**config.mk**
```make
export PLATFORM = sky130hd
export DESIGN_NAME = seg_hex_scan
export DESIGN_NICKNAME = d
export VERILOG_FILES = /design/src/rtl/seg_defs.sv /design/src/rtl/seg_hex_decode.sv /design/src/rtl/seg_hex_scan.sv
export SDC_FILE = /design/constraint.sdc
export NUM_CORES = 1
export LEC_CHECK = 0
export CAP_MARGIN = 0
export CORE_ASPECT_RATIO = 2
export CORE_MARGIN = 2
export CORE_UTILIZATION = 25
export CTS_CLUSTER_DIAMETER = 100
export DETAILED_ROUTE_END_ITERATION = 6
export GPL_TIMING_DRIVEN = 0
export SLEW_MARGIN = 5
export SYNTH_ARGS = -nofsm -noshare
export SYNTH_HDL_FRONTEND = slang
export SYNTH_SLANG_ARGS = --single-unit
```
**constraint.sdc**
```tcl
create_clock -name clk -period 2.25 [get_ports clk]
set_clock_uncertainty 0.1 [all_clocks]
set_input_delay 0.225 -clock clk [delete_from_list [all_inputs] [get_ports clk]]
set_output_delay 0.225 -clock clk [all_outputs]
set_load 0.005 [all_outputs]
```
**src/rtl/seg_defs.sv**
```systemverilog
// -----------------------------------------------------------------------------
// seg_defs
//   Shared definitions for the seven-segment display blocks.
//   - Segment bit positions within an active-low {dp,g,f,e,d,c,b,a} byte.
//   - 16-entry hex glyph table (active-low g..a), lowercase b and d.
//   - Scan FSM state encoding.
//   - Display word layout: the 32-bit hex value plus per-digit decimal points.
// -----------------------------------------------------------------------------
package seg_defs;

    // Bit positions inside an {dp,g,f,e,d,c,b,a} segment byte.
    localparam int SEG_A  = 0;
    localparam int SEG_G  = 6;
    localparam int SEG_DP = 7;

    // All seven glyph segments off (active-low).
    localparam logic [6:0] SEG_BLANK = 7'h7F;

    // Active-low {g,f,e,d,c,b,a} glyphs. Listed from F down to 0 so that
    // HEX_GLYPH[n] selects the glyph for nibble n.
    localparam logic [15:0][6:0] HEX_GLYPH = {
        7'h0E,  // F
        7'h06,  // E
        7'h21,  // d
        7'h46,  // C
        7'h03,  // b
        7'h08,  // A
        7'h10,  // 9
        7'h00,  // 8
        7'h78,  // 7
        7'h02,  // 6
        7'h12,  // 5
        7'h19,  // 4
        7'h30,  // 3
        7'h24,  // 2
        7'h79,  // 1
        7'h40   // 0
    };

    typedef enum logic [1:0] {
        ST_OFF   = 2'd0,
        ST_BLANK = 2'd1,
        ST_DRIVE = 2'd2
    } scan_state_t;

    typedef struct packed {
        logic [31:0] data;
        logic [7:0]  dots;
    } disp_word_t;

endpackage

```
**src/rtl/seg_hex_decode.sv**
```systemverilog
// -----------------------------------------------------------------------------
// seg_hex_decode
//   Combinational nibble to seven-segment decoder (active-low g..a).
//   Ports:
//     nibble  in  4  hex value to display
//     blank   in  1  force all seven segments off
//     seg_n   out 7  {g,f,e,d,c,b,a}, active-low
// -----------------------------------------------------------------------------
module seg_hex_decode
    import seg_defs::*;
(
    input  logic [3:0] nibble,
    input  logic       blank,
    output logic [6:0] seg_n
);

    assign seg_n = blank ? SEG_BLANK : HEX_GLYPH[nibble];

endmodule

```
**src/rtl/seg_hex_scan.sv**
```systemverilog
// -----------------------------------------------------------------------------
// seg_hex_scan
//   Multiplexed 8-digit hexadecimal driver for a common-anode seven-segment
//   display. A pending buffer captures each new word; it is copied into the
//   shown buffer only at a frame boundary (or when leaving OFF), so the display
//   never shows a mix of two words. Each digit slot starts with DEAD_CYCLES of
//   blanking to avoid ghosting, then drives the digit for the rest of the slot.
//
//   Parameters:
//     CLK_FREQ     clock frequency in MHz
//     SCAN_KHZ     digit slot rate in kHz (slot = CLK_FREQ*1000/SCAN_KHZ cycles)
//     DEAD_CYCLES  blanking cycles at the start of each slot
//     DIGITS       number of digits, fixed at 8
//
//   Ports:
//     clk    in  1   system clock
//     rst_n  in  1   asynchronous active-low reset
//     load   in  1   strobe: capture data/dots into the pending buffer
//     data   in  32  hex value, nibble i on digit i (digit 0 rightmost)
//     dots   in  8   decimal point per digit, active-high
//     en     in  1   display enable
//     seg_n  out 8   {dp,g,f,e,d,c,b,a}, active-low, registered
//     an_n   out 8   digit anodes, active-low one-hot, registered
//
//   Build option:
//     SEG_LEADING_ZERO_BLANK_EN  when defined, digits above the most significant
//                                non-zero nibble have g..a forced off (digit 0
//                                always shows; dp unaffected).
// -----------------------------------------------------------------------------
module seg_hex_scan
    import seg_defs::*;
#(
    parameter int CLK_FREQ    = 100,
    parameter int SCAN_KHZ    = 1,
    parameter int DEAD_CYCLES = 16,
    parameter int DIGITS      = 8
) (
    input  logic        clk,
    input  logic        rst_n,
    input  logic        load,
    input  logic [31:0] data,
    input  logic [7:0]  dots,
    input  logic        en,
    output logic [7:0]  seg_n,
    output logic [7:0]  an_n
);

    localparam int PERIOD = CLK_FREQ * 1000 / SCAN_KHZ;
    localparam int CNT_W  = $clog2(PERIOD);
    localparam int IDX_W  = $clog2(DIGITS);

    localparam logic [CNT_W-1:0] CNT_LAST  = CNT_W'(PERIOD - 1);
    localparam logic [CNT_W-1:0] DEAD_LAST = CNT_W'(DEAD_CYCLES - 1);
    localparam logic [IDX_W-1:0] IDX_LAST  = IDX_W'(DIGITS - 1);

    scan_state_t       state_q, state_d;
    logic [CNT_W-1:0]  cnt_q, cnt_d;
    logic [IDX_W-1:0]  idx_q, idx_d;
    logic              take_pend;

    disp_word_t        pend_q, shown_q;

    logic [3:0]        nibble;
    logic              digit_blank;
    logic [6:0]        glyph_n;
    logic [7:0]        seg_d, an_d;

    // -------------------------------------------------------------------------
    // Scan FSM: next state, counters and buffer-copy decision.
    // -------------------------------------------------------------------------
    always_comb begin
        // NOTE: every signal gets a default before the case so no path leaves
        // it unassigned, which would otherwise infer a latch.
        state_d   = state_q;
        cnt_d     = cnt_q;
        idx_d     = idx_q;
        take_pend = 1'b0;

        if (!en) begin
            state_d = ST_OFF;
            cnt_d   = '0;
            idx_d   = '0;
        end else begin
            unique case (state_q)
                ST_OFF: begin
                    state_d   = ST_BLANK;
                    cnt_d     = '0;
                    idx_d     = '0;
                    take_pend = 1'b1;
                end
                ST_BLANK: begin
                    cnt_d = cnt_q + 1'b1;
                    if (cnt_q == DEAD_LAST) begin
                        state_d = ST_DRIVE;
                    end
                end
                ST_DRIVE: begin
                    if (cnt_q == CNT_LAST) begin
                        cnt_d   = '0;
                        idx_d   = idx_q + 1'b1;
                        state_d = ST_BLANK;
                        // Last digit finished: a new frame starts.
                        if (idx_q == IDX_LAST) begin
                            take_pend = 1'b1;
                        end
                    end else begin
                        cnt_d = cnt_q + 1'b1;
                    end
                end
                default: begin
                    state_d = ST_OFF;
                    cnt_d   = '0;
                    idx_d   = '0;
                end
            endcase
        end
    end

    // -------------------------------------------------------------------------
    // Digit selection and decode from the shown buffer.
    // -------------------------------------------------------------------------
    assign nibble = shown_q.data[{idx_q, 2'b00} +: 4];

`ifdef SEG_LEADING_ZERO_BLANK_EN
    // Digit idx is a leading zero when it and every nibble above it are zero.
    assign digit_blank = (idx_q != '0) && ((shown_q.data >> {idx_q, 2'b00}) == 32'd0);
`else
    assign digit_blank = 1'b0;
`endif

    seg_hex_decode u_decode (
        .nibble (nibble),
        .blank  (digit_blank),
        .seg_n  (glyph_n)
    );

    always_comb begin
        an_d  = 8'hFF;
        seg_d = 8'hFF;
        if (state_q == ST_DRIVE) begin
            an_d                = ~(8'd1 << idx_q);
            seg_d[SEG_G:SEG_A]  = glyph_n;
            seg_d[SEG_DP]       = ~shown_q.dots[idx_q];
        end
    end

    // -------------------------------------------------------------------------
    // State, buffers and registered outputs.
    // -------------------------------------------------------------------------
    always_ff @(posedge clk or negedge rst_n) begin
        if (!rst_n) begin
            state_q <= ST_OFF;
            cnt_q   <= '0;
            idx_q   <= '0;
            // NOTE: the two display buffers are only 80 flops, so they are
            // reset to show a clean 0 rather than power-up garbage.
            pend_q  <= '0;
            shown_q <= '0;
            an_n    <= 8'hFF;
            seg_n   <= 8'hFF;
        end else begin
            // NOTE: non-blocking assignments here make pend_q and shown_q
            // update together: a load coinciding with a frame start leaves
            // shown_q with the previous pend_q value.
            state_q <= state_d;
            cnt_q   <= cnt_d;
            idx_q   <= idx_d;
            if (load) begin
                pend_q <= {data, dots};
            end
            if (take_pend) begin
                shown_q <= pend_q;
            end
            an_n    <= an_d;
            seg_n   <= seg_d;
        end
    end

endmodule

```
## Yosys cells after proc, flatten, opt, wreduce, memory -nomap -nowiden

Memories as Yosys holds them, arrays and structs flattened.
Index checks and enable logic that the tools add are counted.

- Latch bits: 0
- Bits in writable memories: 0
- Flip-flop bits (word level): 118
- Word-level logic and storage cells: 48
- Input port bits: 44
- ROM bits: 112
- Output and inout bits: 16
- Memories kept: 1

Memories:

| name | depth | width | rd ports | clocked after memory_dff | wr ports | line | source |
|---|---|---|---|---|---|---|---|
| (no name shown) | 16 | 7 | 1 | 0 | 0 | seg_hex_decode.sv:17 | `assign seg_n = blank ? SEG_BLANK : HEX_GLYPH[nibble];` |

- Divide/modulo/power cells: 0
- Equality and inequality tests: 8
- $lt $le $gt $ge: 2
- Bitwise logic cells: 2
- Reduce and logical (&&, ||, !) cells: 3
- Shift-type cells: 2
- Muxes and demuxes: 19
- Add/subtract/negate cells: 2
- $mul: 0

Operators with widths:

| operator | number |
|---|---|
| 17-bit two-way mux | 2 |
| 17-bit one-hot mux with 2 select lines | 1 |
| 32-bit by 6-bit indexed part select with 4-bit output | 1 |
| 17-bit by 1-bit adder with 17-bit output (second input constant) | 1 |
| 17-bit equality test (second input constant) | 1 |
| 17-bit by 4-bit equality test with 1-bit output (second input constant) | 1 |
| 8-bit two-way mux | 2 |
| 8-bit inverter | 1 |
| 1-bit by 3-bit left shift with 8-bit output (first input constant) | 1 |
| 7-bit two-way mux | 1 |
| 2-bit two-way mux | 3 |
| 3-bit two-way mux | 2 |
| 3-bit inequality test (second input constant) | 2 |
| 2-bit one-hot mux with 3 select lines | 1 |
| 3-bit one-hot mux with 2 select lines | 1 |
| 4-bit by 5-bit less-than comparator with 1-bit output (second input constant) | 1 |
| 3-bit by 4-bit less-than comparator with 1-bit output (second input constant) | 1 |
| 1-bit two-way mux | 4 |
| 2-bit AND reduction | 2 |
| 3-bit by 1-bit adder with 3-bit output (second input constant) | 1 |
| 1-bit binary-select mux with 3-bit select | 1 |
| 3-bit equality test (second input constant) | 1 |
| 2-bit by 1-bit equality test with 1-bit output (second input constant) | 1 |
| 2-bit equality test (second input constant) | 1 |
| 4 further kinds | 4 |

## Logic depth before layout (Yosys ltp)

- Word-level depth: 5
- Mapped depth: 9

## Cells and area by module

From an unflattened synthesis, not the netlist that was laid out.

- Cells, all modules: 391
- Area total of the unflattened synthesis: 5444.0 µm²

By module, submodules not included:

| module | instances | area an instance (µm²) | cells each |
|---|---|---|---|
| seg_hex_scan | 1 | 5144.9 | 356 |
| seg_hex_decode | 1 | 299.0 | 35 |

## Least setup slack after synthesis

Ideal clock, no wire load.

- Kind: register to register
- From: register idx_q[0]
- To: register seg_n[3]
- Arrival: 2233 ps
- Stages on the path, launching flop included: 9
- Slack: -160 ps
- Library setup time: 77 ps
- Clock period less this slack: 2410 ps
- Path through: dfrtp_1 > buf_6 > buf_4 > mux4_2 > mux2i_1 > ha_1 > nand3b_1 > nor4bb_1 > a31oi_1

- Word-level cells in the longest chain between the ends: 4

RTL lines:

| item | line | source |
|---|---|---|
| start, declared | seg_hex_scan.sv:58 | `logic [IDX_W-1:0] idx_q, idx_d;` |
| start signal, assigned | seg_hex_scan.sv:167 | `idx_q <= idx_d;` |
| 32-bit by 6-bit indexed part select with 4-bit output | seg_hex_scan.sv:122 | `assign nibble = shown_q.data[{idx_q, 2'b00} +: 4];` |
| memory read 16 x 7 bit | - |  |
| 7-bit two-way mux (implied by the code) | seg_hex_decode.sv:17 |  |
| 8-bit two-way mux | seg_hex_scan.sv:140 | `if (state_q == ST_DRIVE) begin` |
| via seg_d[3] | seg_hex_scan.sv:66 | `logic [7:0] seg_d, an_d;` |
| end signal, assigned | seg_hex_scan.sv:175 | `seg_n <= seg_d;` |
| end, declared | seg_hex_scan.sv:44 | `output logic [7:0] seg_n,` |

The timed path passes the listed nets, and every way through them passes these cells. The select of a mux whose other input is x is not followed.
A chain may end at the register's enable or synchronous reset.

## Worst setup path after layout

Same ends and word-level chain as after synthesis.

==> impl_metrics.env <==
export IMPL_area_after_detailed_placement_um2=6260
export IMPL_worstHoldPathType="input port to async pin"
export IMPL_core_region_area_um2=20900
export IMPL_yosysUniqueCellTypes=43
export IMPL_final_hold_viol_count=0
export IMPL_gr_total_overflow=0
export IMPL_drt_vias_per_instance=4.35
export IMPL_layout_nets=550
export IMPL_power_report_internal_total_mw=4.76
export IMPL_worstSetupPathType="register to register"
export IMPL_dpl_worst_slack_ns=-0.423
export IMPL_totalWireLength_um=11900
export IMPL_synth_xor_xnor_area_share_pct=2.48
export IMPL_start_kind="register"
export IMPL_netlist_instances=393
export IMPL_io_pins=60
export IMPL_fin_crit_share_pct=104
export IMPL_worst_path_max_fanout=6
export IMPL_clk_latency_ns=0.42
export IMPL_achievable_clock_frequency_mhz=429
export IMPL_clkSlewWorstSetupHoldPaths_ns=0.05
export IMPL_clockPowerShare_pct=43.6
export IMPL_period_minus_slack_ns=2.33
export IMPL_power_ir_vdd_worst_mv=0.565
export IMPL_status="finished with violations"
export IMPL_post_route_cell_area_um2=7170
export IMPL_violations="setup timing"
export IMPL_yosys_area_share_adder_pct=4.01
export IMPL_final_antenna_net_count=0
export IMPL_combinationalPowerShare_pct=15.6
export IMPL_route_detailed_wl_per_inst_um=15.4
export IMPL_synthesis_nets=454
export IMPL_antenna_cells=0
export IMPL_crit_required_ns=2.46
export IMPL_timing_final_setup_violations=4
export IMPL_htree_num_levels=4
export IMPL_synth_enable_flop_cells=0
export IMPL_pin_count_of_the_biggest_net_entering_global_routing=94
export IMPL_grt_pass1_wl_um=19700
export IMPL_synth_main_ff_cell="dfrtp_1"
export IMPL_synth_top_family_by_area="multiplexers"
export IMPL_grt_antenna_before_repair=0
export IMPL_max_cap_viol_count=0
export IMPL_slew_violations=0
export IMPL_p_sw_share_pct=23.9
export IMPL_yosys_mux_area_fraction_pct=23.5
export IMPL_critical_path_arrival_ns=2.54
export IMPL_postSynth_asyncResetShare_pct=100
export IMPL_timing_slew_headroom_pct=56.1
export IMPL_start_util_pct=25.3
export IMPL_power_density_cells_nw_per_um2=873
export IMPL_synth_avg_cell_area_um2=13.5
export IMPL_synth_ff_latch_count=118
export IMPL_clockBufferDepth=2
export IMPL_cts_made_buffers=17
export IMPL_final_layout_size_suffix_gt1_share_pct=30.3
export IMPL_drt_pass1_iter_count=4
export IMPL_setup_slack_ns=-0.0810
export IMPL_fp_row_count=75
export IMPL_seq_power_share_pct=40.8
export IMPL_endpoint_kind="register"
export IMPL_synth_compound_area_share_pct=2.81
export IMPL_number_of_sinks_on_the_clock_net=118
export IMPL_worst_slew_pin_slew_ns=0.659
export IMPL_design_die_area_um2=22500
export IMPL_die_w_um=107
export IMPL_leakagePower_nw=2.89
export IMPL_switchingPower_mw=1.50
export IMPL_first_global_vias=3817
export IMPL_drc=0
export IMPL_place_detailed_hpwl_um=8700
export IMPL_area_growth_pct=35.3
export IMPL_tritoncts="done"
export IMPL_clock_root_buffer="clkbuf_16"
export IMPL_synth_seq_area_share_pct=56.1
export IMPL_drtIter0Drc=103
export IMPL_synth_yosys_warnings=0
export IMPL_routabilityCongestion=0.822
export IMPL_routed_via_count=3351
export IMPL_setup_repair_after_global_routing_missed_its_margin="yes"
export IMPL_floorplan_die_height_um=210
export IMPL_grt_util_all_layers_pct=11.6
export IMPL_place_port_buffers=58
export IMPL_synthSimpleGateAreaFrac_pct=8.43
export IMPL_regToRegSetupSlack_ns=-0.08
export IMPL_synth_area_um2=5300
-- worst paths after layout --
kind / start / end / cells past startpoint
max in group asynchronous: rst_n / an_n[7]$_DFF_PN1_ / 3
max: idx_q[0]$_DFFE_PN0P_ / seg_n[3]$_DFF_PN1_ / 7
min: rst_n / pend_q[11]$_DFFE_PN0P_ / 2
min in group clk: load / pend_q[30]$_DFFE_PN0P_ / 2
max reg2reg: idx_q[0]$_DFFE_PN0P_ / seg_n[3]$_DFF_PN1_ / 7
min reg2reg: pend_q[8]$_DFFE_PN0P_ / shown_q[8]$_DFFE_PN0P_ / 1
-- layer usage --
| layer | global-route usage [%] | vias up | part of all wire [%] |
|---|---|---|---|
| met5 | 0 | - | 0 |
| met4 | 7.93 | 0 | 4.8 |
| met3 | 3.06 | 29 | 3.2 |
| li1 | - | 1579 | - |
| met2 | 21.2 | 74 | 57 |
| met1 | 11.0 | 1669 | 35 |
-- through the flow --
| stage | hold WS, ns | setup TNS, ns | utilization [%] | cells | power [mW] |
|---|---|---|---|---|---|
| 2_1_floorplan | -0.171 | 0 | - | 393 | 3.10 |
| 5_1_grt | 0.152 | -0.557 | 34.3 | 770 | 6.56 |
| 3_5_place_dp | 0.0139 | -6.85 | 29.9 | 721 | 3.41 |
| 4_1_cts | 0.133 | -0.205 | 33.5 | 761 | 6.27 |
| 6_report | 0.147 | -0.199 | 34.3 | 770 | 6.26 |
| 3_3_place_gp | 0.366 | -400.12 | 29.8 | 720 | 3.34 |
-- power groups by stage --
| stage | sequential, mW | clock [mW] | combinational [mW] |
|---|---|---|---|
| after global placement | 2.58 | 0 | 0.766 |
| after global routing | 2.59 | 2.90 | 1.07 |
| final | 2.55 | 2.73 | 0.978 |
| after CTS | 2.56 | 2.81 | 0.893 |
| after floorplan | 2.52 | 0 | 0.583 |
| after detailed placement | 2.59 | 0 | 0.819 |
-- synth_stat cells (2+ instances only) --
library cell | count | area share (%)
inv_1 | 11 | 0.78
and4_1 | 3 | 0.50
nor2b_1 | 3 | 0.35
dfrtp_1 | 102 | 48
nand4_1 | 5 | 0.59
nor4_1 | 2 | 0.24
xor2_1 | 7 | 1.2
a31oi_1 | 2 | 0.24
buf_6 | 2 | 0.42
nor2_1 | 26 | 1.8
o211ai_1 | 4 | 0.57
mux2_2 | 41 | 8.7
dfstp_2 | 16 | 7.9
mux2_4 | 2 | 0.57
nor3_1 | 4 | 0.38
buf_1 | 5 | 0.35
nand3_1 | 19 | 1.8
clkbuf_1 | 5 | 0.35
mux2_1 | 42 | 8.9
mux2i_1 | 10 | 1.9
mux4_2 | 8 | 3.4
xnor2_1 | 8 | 1.3
nand2_1 | 18 | 1.3
nand3b_1 | 3 | 0.42
ha_1 | 17 | 4.0
buf_2 | 7 | 0.66
o21ai_1 | 5 | 0.47
-- state kept, by name, summed over array words and instances, names as in the netlist --
signal and flops:
cnt_q 17, seg_n 8, state_q 2, shown_q 40
idx_q 3, an_n 8, pend_q 40
-- area by class of cell --
class / instances / area, um^2
tap: 269 / 337
timing repair buffer: 77 / 762
buffer: 20 / 154
clock buffer: 21 / 470
multi-input combinational: 244 / 2300
clock inverter: 10 / 128
fill: 2020 / 13800
inverter: 11 / 46.3
sequential: 118 / 2970
-- what timing repair did --
action | 4_1_cts | 5_1_grt
setup buffers | 8 | 9
setup endpoints to repair | 47 | 57
hold buffers | 1 | 0
endpoints found under the hold margin | 103 | 0
pin swaps | 4 | 8
gates resized for setup | 23 | 24
-- cell families (layout without fill, tap and decap cells) --
kind of cell,count (synthesis),count (layout)
simple gates,90,90
buf+inv,31,139
flops,118,118
compound gates,19,19
mux,103,103
xor+xnor,15,15
fa+ha+maj,17,17
-- worst max-delay path: stages (launching register included) --
cell	delay, ns
dfrtp_1	0.38
buf_6	0.15
mux4_2	0.51
mux2_4	0.33
ha_4	0.19
a21boi_2	0.16
nor4bb_1	0.32
a31oi_1	0.08
-- cell usage in the layout, fill, tap and decap left out, types with 5 or more instances in the layout --
master | netlist | layout
inv_1 | 11 | 9
mux2_1 | 42 | 41
nand2_1 | 18 | 15
dfstp_2 | 16 | 16
nand4_1 | 5 | 5
clkdlybuf4s50_1 | 0 | 57
buf_6 | 2 | 10
ha_1 | 17 | 11
clkbuf_16 | 0 | 17
mux4_2 | 8 | 8
xor2_1 | 7 | 7
mux2i_1 | 10 | 9
xnor2_1 | 8 | 8
nor2_1 | 26 | 25
buf_4 | 1 | 15
clkinv_2 | 0 | 6
mux2_2 | 41 | 40
ha_4 | 0 | 5
dfrtp_1 | 102 | 102
nand3_1 | 19 | 19
buf_1 | 5 | 5
(Power assumes the default switching activity.)
